$ cat config.mk
export PLATFORM = sky130hd
export DESIGN_NAME = uart_tx_fifo_flat
export DESIGN_NICKNAME = d
export VERILOG_FILES = /design/src/rtl/uart_tx_fifo_if.sv /design/src/rtl/uart_tx_fifo.sv /design/src/flat_wrapper.sv
export SDC_FILE = /design/constraint.sdc
export NUM_CORES = 1
export LEC_CHECK = 0
export ABC_AREA = 1
export ABC_CLOCK_PERIOD_IN_PS = 2000
export BUFFER_PORTS_ARGS = -buffer_cell sky130_fd_sc_hd__buf_2
export CORE_MARGIN = 2
export CORE_UTILIZATION = 59
export CTS_CLUSTER_DIAMETER = 100
export DETAILED_ROUTE_END_ITERATION = 10
export PLACE_DENSITY = 0.78
export SYNTH_ARGS = -nofsm -noshare
export SYNTH_HDL_FRONTEND = slang
export SYNTH_SLANG_ARGS = --single-unit
$ cat constraint.sdc
create_clock -name CP -period 2 [get_ports CP]
set_clock_uncertainty 0.1 [all_clocks]
set_input_delay 0.1 -clock CP [delete_from_list [all_inputs] [get_ports CP]]
set_output_delay 0.1 -clock CP [all_outputs]
set_load 0.02 [all_outputs]
$ cat src/rtl/uart_tx_fifo_if.sv
// Handshake bundle between the system-side producer, the transmit FIFO and the UART transmitter.
// The master modport is the environment (producer plus transmitter); the slave modport is the FIFO.
interface uart_tx_fifo_if #(
    parameter int DEPTH_LOG2 = 3,
    parameter int WIDTH      = 8
);
    logic                  wr_en;
    logic [WIDTH-1:0]      wr_data;
    logic                  full;
    logic                  empty;
    logic [DEPTH_LOG2:0]   count;
    logic                  tx_start;
    logic [WIDTH-1:0]      tx_data;
    logic                  tx_busy;
    logic                  ovf_clr;
    logic                  overflow;

    modport master (
        output wr_en, wr_data, tx_busy, ovf_clr,
        input  full, empty, count, tx_start, tx_data, overflow
    );

    modport slave (
        input  wr_en, wr_data, tx_busy, ovf_clr,
        output full, empty, count, tx_start, tx_data, overflow
    );
endinterface

$ cat src/rtl/uart_tx_fifo.sv
// Transmit byte FIFO feeding a UART transmitter through a start-pulse / busy handshake.
// Optional sticky overflow flag is enabled by defining UART_TX_FIFO_OVERFLOW_EN.
module uart_tx_fifo #(
    parameter int DEPTH_LOG2 = 3,
    parameter int WIDTH      = 8
) (
    input  logic           CP,
    input  logic           RST,
    uart_tx_fifo_if.slave  bus
);
    localparam int DEPTH = 1 << DEPTH_LOG2;
    localparam logic [DEPTH_LOG2:0] FULL_CNT = (DEPTH_LOG2 + 1)'(DEPTH);

    typedef enum logic [1:0] {IDLE, LAUNCH, WAIT_BUSY, WAIT_DONE} state_t;

    state_t                state;
    logic [WIDTH-1:0]      mem [DEPTH];
    logic [DEPTH_LOG2-1:0] wptr;
    logic [DEPTH_LOG2-1:0] rptr;
    logic [DEPTH_LOG2:0]   count;
    logic [DEPTH_LOG2:0]   count_nxt;
    logic                  full_r;
    logic                  empty_r;
    logic                  tx_start_r;
    logic [WIDTH-1:0]      tx_data_r;
    logic [1:0]            wait_cnt;
    logic                  wr_acc;
    logic                  pop;

    // A write into a full buffer is rejected even when a pop frees a slot on the same edge.
    always_comb begin
        wr_acc    = bus.wr_en && !full_r;
        pop       = (state == IDLE) && (count != '0) && !bus.tx_busy;
        count_nxt = count;
        if (wr_acc && !pop)
            count_nxt = count + 1'b1;
        else if (!wr_acc && pop)
            count_nxt = count - 1'b1;
    end

    always_ff @(posedge CP) begin
        if (RST && wr_acc)
            mem[wptr] <= bus.wr_data;
    end

    always_ff @(posedge CP) begin
        if (!RST) begin
            wptr       <= '0;
            rptr       <= '0;
            count      <= '0;
            full_r     <= 1'b0;
            empty_r    <= 1'b1;
            tx_start_r <= 1'b0;
            tx_data_r  <= '0;
            wait_cnt   <= '0;
            state      <= IDLE;
        end else begin
            if (wr_acc)
                wptr <= wptr + 1'b1;
            if (pop)
                rptr <= rptr + 1'b1;
            count   <= count_nxt;
            full_r  <= (count_nxt == FULL_CNT);
            empty_r <= (count_nxt == '0);

            case (state)
                IDLE: begin
                    if (pop) begin
                        tx_data_r  <= mem[rptr];
                        tx_start_r <= 1'b1;
                        state      <= LAUNCH;
                    end
                end
                LAUNCH: begin
                    tx_start_r <= 1'b0;
                    wait_cnt   <= '0;
                    state      <= WAIT_BUSY;
                end
                WAIT_BUSY: begin
                    // A transmitter that never acknowledges still lets the queue move on.
                    if (bus.tx_busy)
                        state <= WAIT_DONE;
                    else if (wait_cnt == 2'd3)
                        state <= IDLE;
                    else
                        wait_cnt <= wait_cnt + 2'd1;
                end
                WAIT_DONE: begin
                    if (!bus.tx_busy)
                        state <= IDLE;
                end
                default: state <= IDLE;
            endcase
        end
    end

`ifdef UART_TX_FIFO_OVERFLOW_EN
    logic overflow_r;

    // Setting wins over clearing so a rejected write is never lost.
    always_ff @(posedge CP) begin
        if (!RST)
            overflow_r <= 1'b0;
        else if (bus.wr_en && full_r)
            overflow_r <= 1'b1;
        else if (bus.ovf_clr)
            overflow_r <= 1'b0;
    end

    assign bus.overflow = overflow_r;
`else
    // ovf_clr has no effect in this build; the flag is tied low.
    assign bus.overflow = bus.ovf_clr & 1'b0;
`endif

    assign bus.full     = full_r;
    assign bus.empty    = empty_r;
    assign bus.count    = count;
    assign bus.tx_start = tx_start_r;
    assign bus.tx_data  = tx_data_r;
endmodule

$ cat src/flat_wrapper.sv
// flat-port wrapper written by rule: the top's interface ports become plain ports
module uart_tx_fifo_flat 
#(
    parameter int DEPTH_LOG2 = 3,
    parameter int WIDTH      = 8
)
  (CP, RST, bus_wr_en, bus_wr_data, bus_tx_busy, bus_ovf_clr, bus_full, bus_empty, bus_count, bus_tx_start, bus_tx_data, bus_overflow);
  uart_tx_fifo_if #(.DEPTH_LOG2(DEPTH_LOG2), .WIDTH(WIDTH)) bus_i ();
  input  logic CP;
  input  logic RST;
  input wire logic [$bits(bus_i.wr_en)-1:0] bus_wr_en;
  input wire logic [$bits(bus_i.wr_data)-1:0] bus_wr_data;
  input wire logic [$bits(bus_i.tx_busy)-1:0] bus_tx_busy;
  input wire logic [$bits(bus_i.ovf_clr)-1:0] bus_ovf_clr;
  output wire logic [$bits(bus_i.full)-1:0] bus_full;
  output wire logic [$bits(bus_i.empty)-1:0] bus_empty;
  output wire logic [$bits(bus_i.count)-1:0] bus_count;
  output wire logic [$bits(bus_i.tx_start)-1:0] bus_tx_start;
  output wire logic [$bits(bus_i.tx_data)-1:0] bus_tx_data;
  output wire logic [$bits(bus_i.overflow)-1:0] bus_overflow;
  assign bus_i.wr_en = bus_wr_en;
  assign bus_i.wr_data = bus_wr_data;
  assign bus_i.tx_busy = bus_tx_busy;
  assign bus_i.ovf_clr = bus_ovf_clr;
  assign bus_full = bus_i.full;
  assign bus_empty = bus_i.empty;
  assign bus_count = bus_i.count;
  assign bus_tx_start = bus_i.tx_start;
  assign bus_tx_data = bus_i.tx_data;
  assign bus_overflow = bus_i.overflow;
  uart_tx_fifo #(.DEPTH_LOG2(DEPTH_LOG2), .WIDTH(WIDTH)) u_core (.CP(CP), .RST(RST), .bus(bus_i));
endmodule
---- Word level (Yosys, flattened, before mapping) ----
Memories as Yosys holds them, arrays and structs flattened. A register that Yosys moved wholly into a read port is not among the register bits.
Index checks and enable logic that the tools add are counted.
storage, ports and cells
  flip-flop bits (word level) ............. 17
  bits in writable memories ............... 64
  output and inout bits ................... 16
  word-level logic and storage cells ...... 58
  memories kept ........................... 1
operators by class
  $add $sub $neg .......................... 5
  eq/ne operators ......................... 10
  mux-type cells .......................... 14
  reductions and logical operators ........ 20
memories
  name        words  width  rd ports  clocked after memory_dff  wr ports  line                source
  u_core.mem  8      8      1         1                         1         uart_tx_fifo.sv:17  logic [WIDTH-1:0] mem [DEPTH];
operator list
  cell                                                   number
  two-way mux 2 bit                                      6
  two-way mux 4 bit                                      2
  one-hot mux 2 bit (4 select lines)                     1
  adder 3 x 1 -> 3 bit, second input constant            2
  == test 2 bit, second input constant                   3
  logical AND 1 bit                                      6
  inequality test 2 bit, second input constant           3
  AND reduction 3 bit                                    2
  zero test 1 bit                                        5
  adder 4 x 1 -> 4 bit, second input constant            1
  == test 4 bit, second input constant                   1
  zero test 4 bit                                        1
  one-hot mux 2 bit (2 select lines)                     1
  AND reduction 2 bit                                    2
  nonzero test 2 bit                                     2
  nonzero test 4 bit                                     1
  subtractor 4 x 1 -> 4 bit, second input constant       1
  two-way mux 1 bit                                      3
  inequality test 3 x 2 -> 1 bit, second input constant  1
  adder 2 x 1 -> 2 bit, second input constant            1
  == test 2 x 1 -> 1 bit, second input constant          1
  zero test 2 bit                                        1
  inequality test 2 x 1 -> 1 bit, second input constant  1
  one-hot mux 1 bit (2 select lines)                     1

---- Longest topological paths before layout ----
  word-level depth ........................ 7
  mapped depth ............................ 11
  mapped depth without buffers ............ 11

---- Least setup slack after synthesis ----
Ideal clock, no wire load.
  path kind ............................... register to register
  start point ............................. register u_core.full_r (netlist: u_core.bus.full)
  end point ............................... memory u_core.mem[0][0] (enable)
  library setup time ...................... 0.383 ns
  arrival ................................. 1.330 ns
  required time ........................... 1.517 ns
  path slack .............................. 0.186 ns
  stages on the path, launching flop included .. 4
  path buffers ............................ 0
  cells stage by stage .................... dfxtp_1 nor2_4 nand2_1 nor3_1
on the way
  word-level cells in the longest chain between the ends .. 5
RTL lines
  element                                  line                source
  start: declaration                       uart_tx_fifo.sv:22  logic full_r;
  start signal: assignment                 uart_tx_fifo.sv:63  full_r <= (count_nxt == FULL_CNT);
  zero test 1 bit                          uart_tx_fifo.sv:32  wr_acc = bus.wr_en && !full_r;
  logical AND 1 bit                        uart_tx_fifo.sv:32
  logical AND 1 bit                        uart_tx_fifo.sv:42  if (RST && wr_acc)
  two-way mux 1 bit                        uart_tx_fifo.sv:42
  two-way mux 1 bit (implied by the code)  uart_tx_fifo.sv:43  mem[wptr] <= bus.wr_data;
  end: declaration                         uart_tx_fifo.sv:17
No other way between the ends.

---- Final worst setup path ----
  start point ............................. register u_core.count[0] (netlist: u_core.bus.count[0])
  end point ............................... register u_core.full_r (netlist: u_core.bus.full)
on the way
  word-level cells in the longest chain between the ends .. 7
  elaborated cells between the ends (all ways) .. 11
RTL lines
  element                                                            line                source
  start: declaration                                                 uart_tx_fifo.sv:20  logic [DEPTH_LOG2:0] count;
  start signal: assignment                                           uart_tx_fifo.sv:62  count <= count_nxt;
  branches (longest 5 deep; another with subtractor 4 x 1 -> 4 bit)  -
  two-way mux 4 bit (*)                                              uart_tx_fifo.sv:35  if (wr_acc && !pop)
  == test 4 bit (*)                                                  uart_tx_fifo.sv:63
Every way passes the cells marked *.
A chain may end at the register's enable or synchronous reset.

==> summary.md <==
| Metric | Value |
|---|---|
| Post-synth top area share | `0.517` |
| Area occupied by multi-input gates | `around 1100 um2` |
| Async set or reset register ratio after synthesis | `0` |
| First-pass GRT wire length | `between 10000 and 15000 um` |
| Status | `completed` |
| DR iter-0 viols | `270` |
| Nets@finish | `between 400 and 500` |
| CTS sink count | `between 80 and 90` |
| Clock Tree Buf Depth | `2` |
| CP Capture Type | `register` |
| Synth unique cells | `32` |
| Synth Cell Area | `3720 um2` |
| Max cap viols | `0` |
| Final hold violations | `0` |
| Htree depth | `3` |
| Most frequent cell after synthesis | `edfxtp_1` |
| Fill cells | `about 420` |
| Tightest Pin Transition | `0.572 ns` |
| Setup_tns | `0 ns` |
| Synth Register Bits | `89` |
| Final ANT Viol Nets | `0` |
| Placed cell area | `3980 um2` |
| DRT Pass-1 Iters | `5` |
| # DRC | `0` |
| Total Wirelength | `approximately 7400 um` |
| Worst Hold Class | `primary input to register` |
| Pin count of the biggest net entering global routing | `35` |
| Clk pin slew, worst setup/hold paths | `~0.090 ns` |
| Post-layout util | `0.714` |
| R2r setup slk | `0.23 ns` |
| Synth warn | `0` |
| Arr. time, crit path | `~2.0 ns` |
| Cell chain of the critical path | `inv_1 > ha_1 > nand3_2 > nand2_4 > nand2_4 > nand2_1 > nand2_1 > nand2_1 > nor2_2 > nand2_1 > nor2_2` |
| CP required | `approximately 2.2 ns` |
| Commonest register cell after synthesis | `edfxtp_1` |
| Die Area | `6950 um2` |
| Pleak | `1.62 nW` |
| Initial antenna violation count | `0` |
| Post-synth EDFFs | `64` |
| Hold slack | `slightly below 0.09 ns` |
| Hold Path Depth | `5` |
| Total power | `around 5.2 mW` |
| Slew headroom | `0.617` |
| Slew Limit Fails | `0` |
| Largest fanout on the critical path | `16` |
| Startpoint Class | `register` |
| Gr usage total | `0.234` |
| Vias per cell | `approximately 5.6` |
| Die span in x | `83.4 um` |
| Register area share after synthesis | `0.652` |
| Clock Latency Late Sink | `0.35 ns` |
| Post_cts resized | `0` |
| GP Congestion | `between 0.7 and 0.8` |
| Post-route design area | `between 4000 and 5000 um2` |
| Cell Pwr Density | `between 1000 and 1500 nW/um2` |
| P&R area growth vs syn | `15.1%` |
| # diodes | `0` |
| R2R cell count | `11` |
| Max Fclk | `between 500 and 600 MHz` |
| Synth cell count leaders | `edfxtp_1, nor2_1, o21ai_0` |
| Cts bufs inserted | `9` |
| Starting Density | `0.620` |
| Post-DP HPWL | `~4600 um` |
| I/O Buffers | `26` |
| Mean Syn Cell Area | `about 11 um2` |
| # rows | `28` |
| Register area | `about 2400 um2` |
| DR vias | `approximately 2600` |
| CTS root buf | `clkbuf_8` |
| Vias in the first global route | `around 2600` |
| Core Area | `5990 um2` |
| Period utilization | `0.885` |
| CP dominant cell by count | `nand2_1` |
| Cell taking the most area after synthesis | `edfxtp_1` |
| Critical path class | `register to register` |
| Cells after synthesis | `346` |
| Wirelength per Cell | `about 16 um` |
| CTS tree | `done` |
| Die height | `83.4 um` |
| Share of layout cells above drive strength 1 | `0.188` |
| CP max stage delay | `0.42 ns` |
| Ports | `29` |
| Final setup viols | `0` |
| VDD IR max | `0.000648 V` |
| Grt total ovfl | `0` |
| Crit path time final | `1.77 ns` |
| Top cells by area, synth | `edfxtp_1, dfxtp_1, nor2_1` |
| RSZ-0062 raised after global routing | `false` |
| Slowest cell on crit path | `dfxtp_1` |
| Syn nets | `approximately 360` |
-- cell type report --
| class | count | share of cell area |
|---|---|---|
| clock inverters | 7 | 0.0178 |
| multi-input cells | 220 | 0.265 |
| flip-flops and latches | 89 | 0.566 |
| inverters | 22 | 0.0193 |
| repair buffers | 51 | 0.0802 |
| clock buffers | 9 | 0.0290 |
| well taps | 75 | 0.0219 |
-- flip-flops by register name (all words and copies together) (netlist names) --
signal / cells
u_core.bus.count: 4
u_core.bus.empty: 1
u_core.bus.full: 1
u_core.bus.tx_data: 8
u_core.bus.tx_start: 1
u_core.mem: 64
u_core.rptr: 3
u_core.state: 2
u_core.wait_cnt: 2
u_core.wptr: 3
-- per-stage QoR --
| stage | setup slack (ns) | cells |
|---|---|---|
| floorplan | 0.186 | 346 |
| global placement | 0.288 | 447 |
| detailed placement | 0.268 | 447 |
| CTS | 0.243 | 473 |
| global route | 0.0398 | 473 |
| finish | 0.230 | 473 |
-- cell usage in the layout, fill, tap and decap left out, types with 9 or more instances in the layout --
| master | netlist | routed |
|---|---|---|
| a21oi_1 | 19 | 19 |
| clkbuf_8 | 0 | 9 |
| dfxtp_1 | 25 | 25 |
| o21ai_0 | 38 | 38 |
| nand2_1 | 37 | 37 |
| nor2_1 | 57 | 57 |
| buf_2 | 10 | 26 |
| o211ai_1 | 17 | 17 |
| inv_1 | 15 | 15 |
| buf_4 | 2 | 15 |
| nand3_1 | 19 | 19 |
| edfxtp_1 | 64 | 64 |
| dlygate4sd3_1 | 0 | 10 |
-- logic make-up after synthesis --
group / Yosys count / synth area share
buf+inv: 37 / 0.0428
compound gates: 79 / 0.122
fa+ha+maj: 5 / 0.0168
other cells: 1 / 0.00101
xor+xnor: 1 / 0.00236
simple gates: 134 / 0.163
flops: 89 / 0.652
-- final timing paths --
path                    startpoint               endpoint
min                      bus_wr_en         u_core.wptr[2]
min reg2reg  u_core.bus.tx_data[6]  u_core.bus.tx_data[6]
max reg2reg    u_core.bus.count[0]        u_core.bus.full
max            u_core.bus.count[0]        u_core.bus.full
-- what timing repair did --
item,4_1_cts,5_1_grt
hold buffers,10,0
hold endpoints to repair,71,0
setup buffers,0,0
-- layer usage --
metal	vias to the layer above	track usage	wire (um)
li1	1307	-	-
met1	1228	0.306	3080
met2	93	0.377	3750
met3	6	0.0547	521
met4	0	0.0969	78
met5	-	0	0
-- worst max-delay path, delay by kind of cell (launching register included) --
family                   cells  cell delay, ns
adder cells (fa/ha/maj)      1            0.24
AND/OR/NAND/NOR              9            0.87
flip-flops                   1            0.42
buffers and inverters        1            0.08
-- report_power, final --
group	leakage [nW]	switching [mW]	internal, mW
Sequential	0.783	0.117	2.14
Combinational	0.735	1.10	0.584
Clock	0.0983	0.643	0.588
No activity file was read; power rests on OpenSTA's default activity.
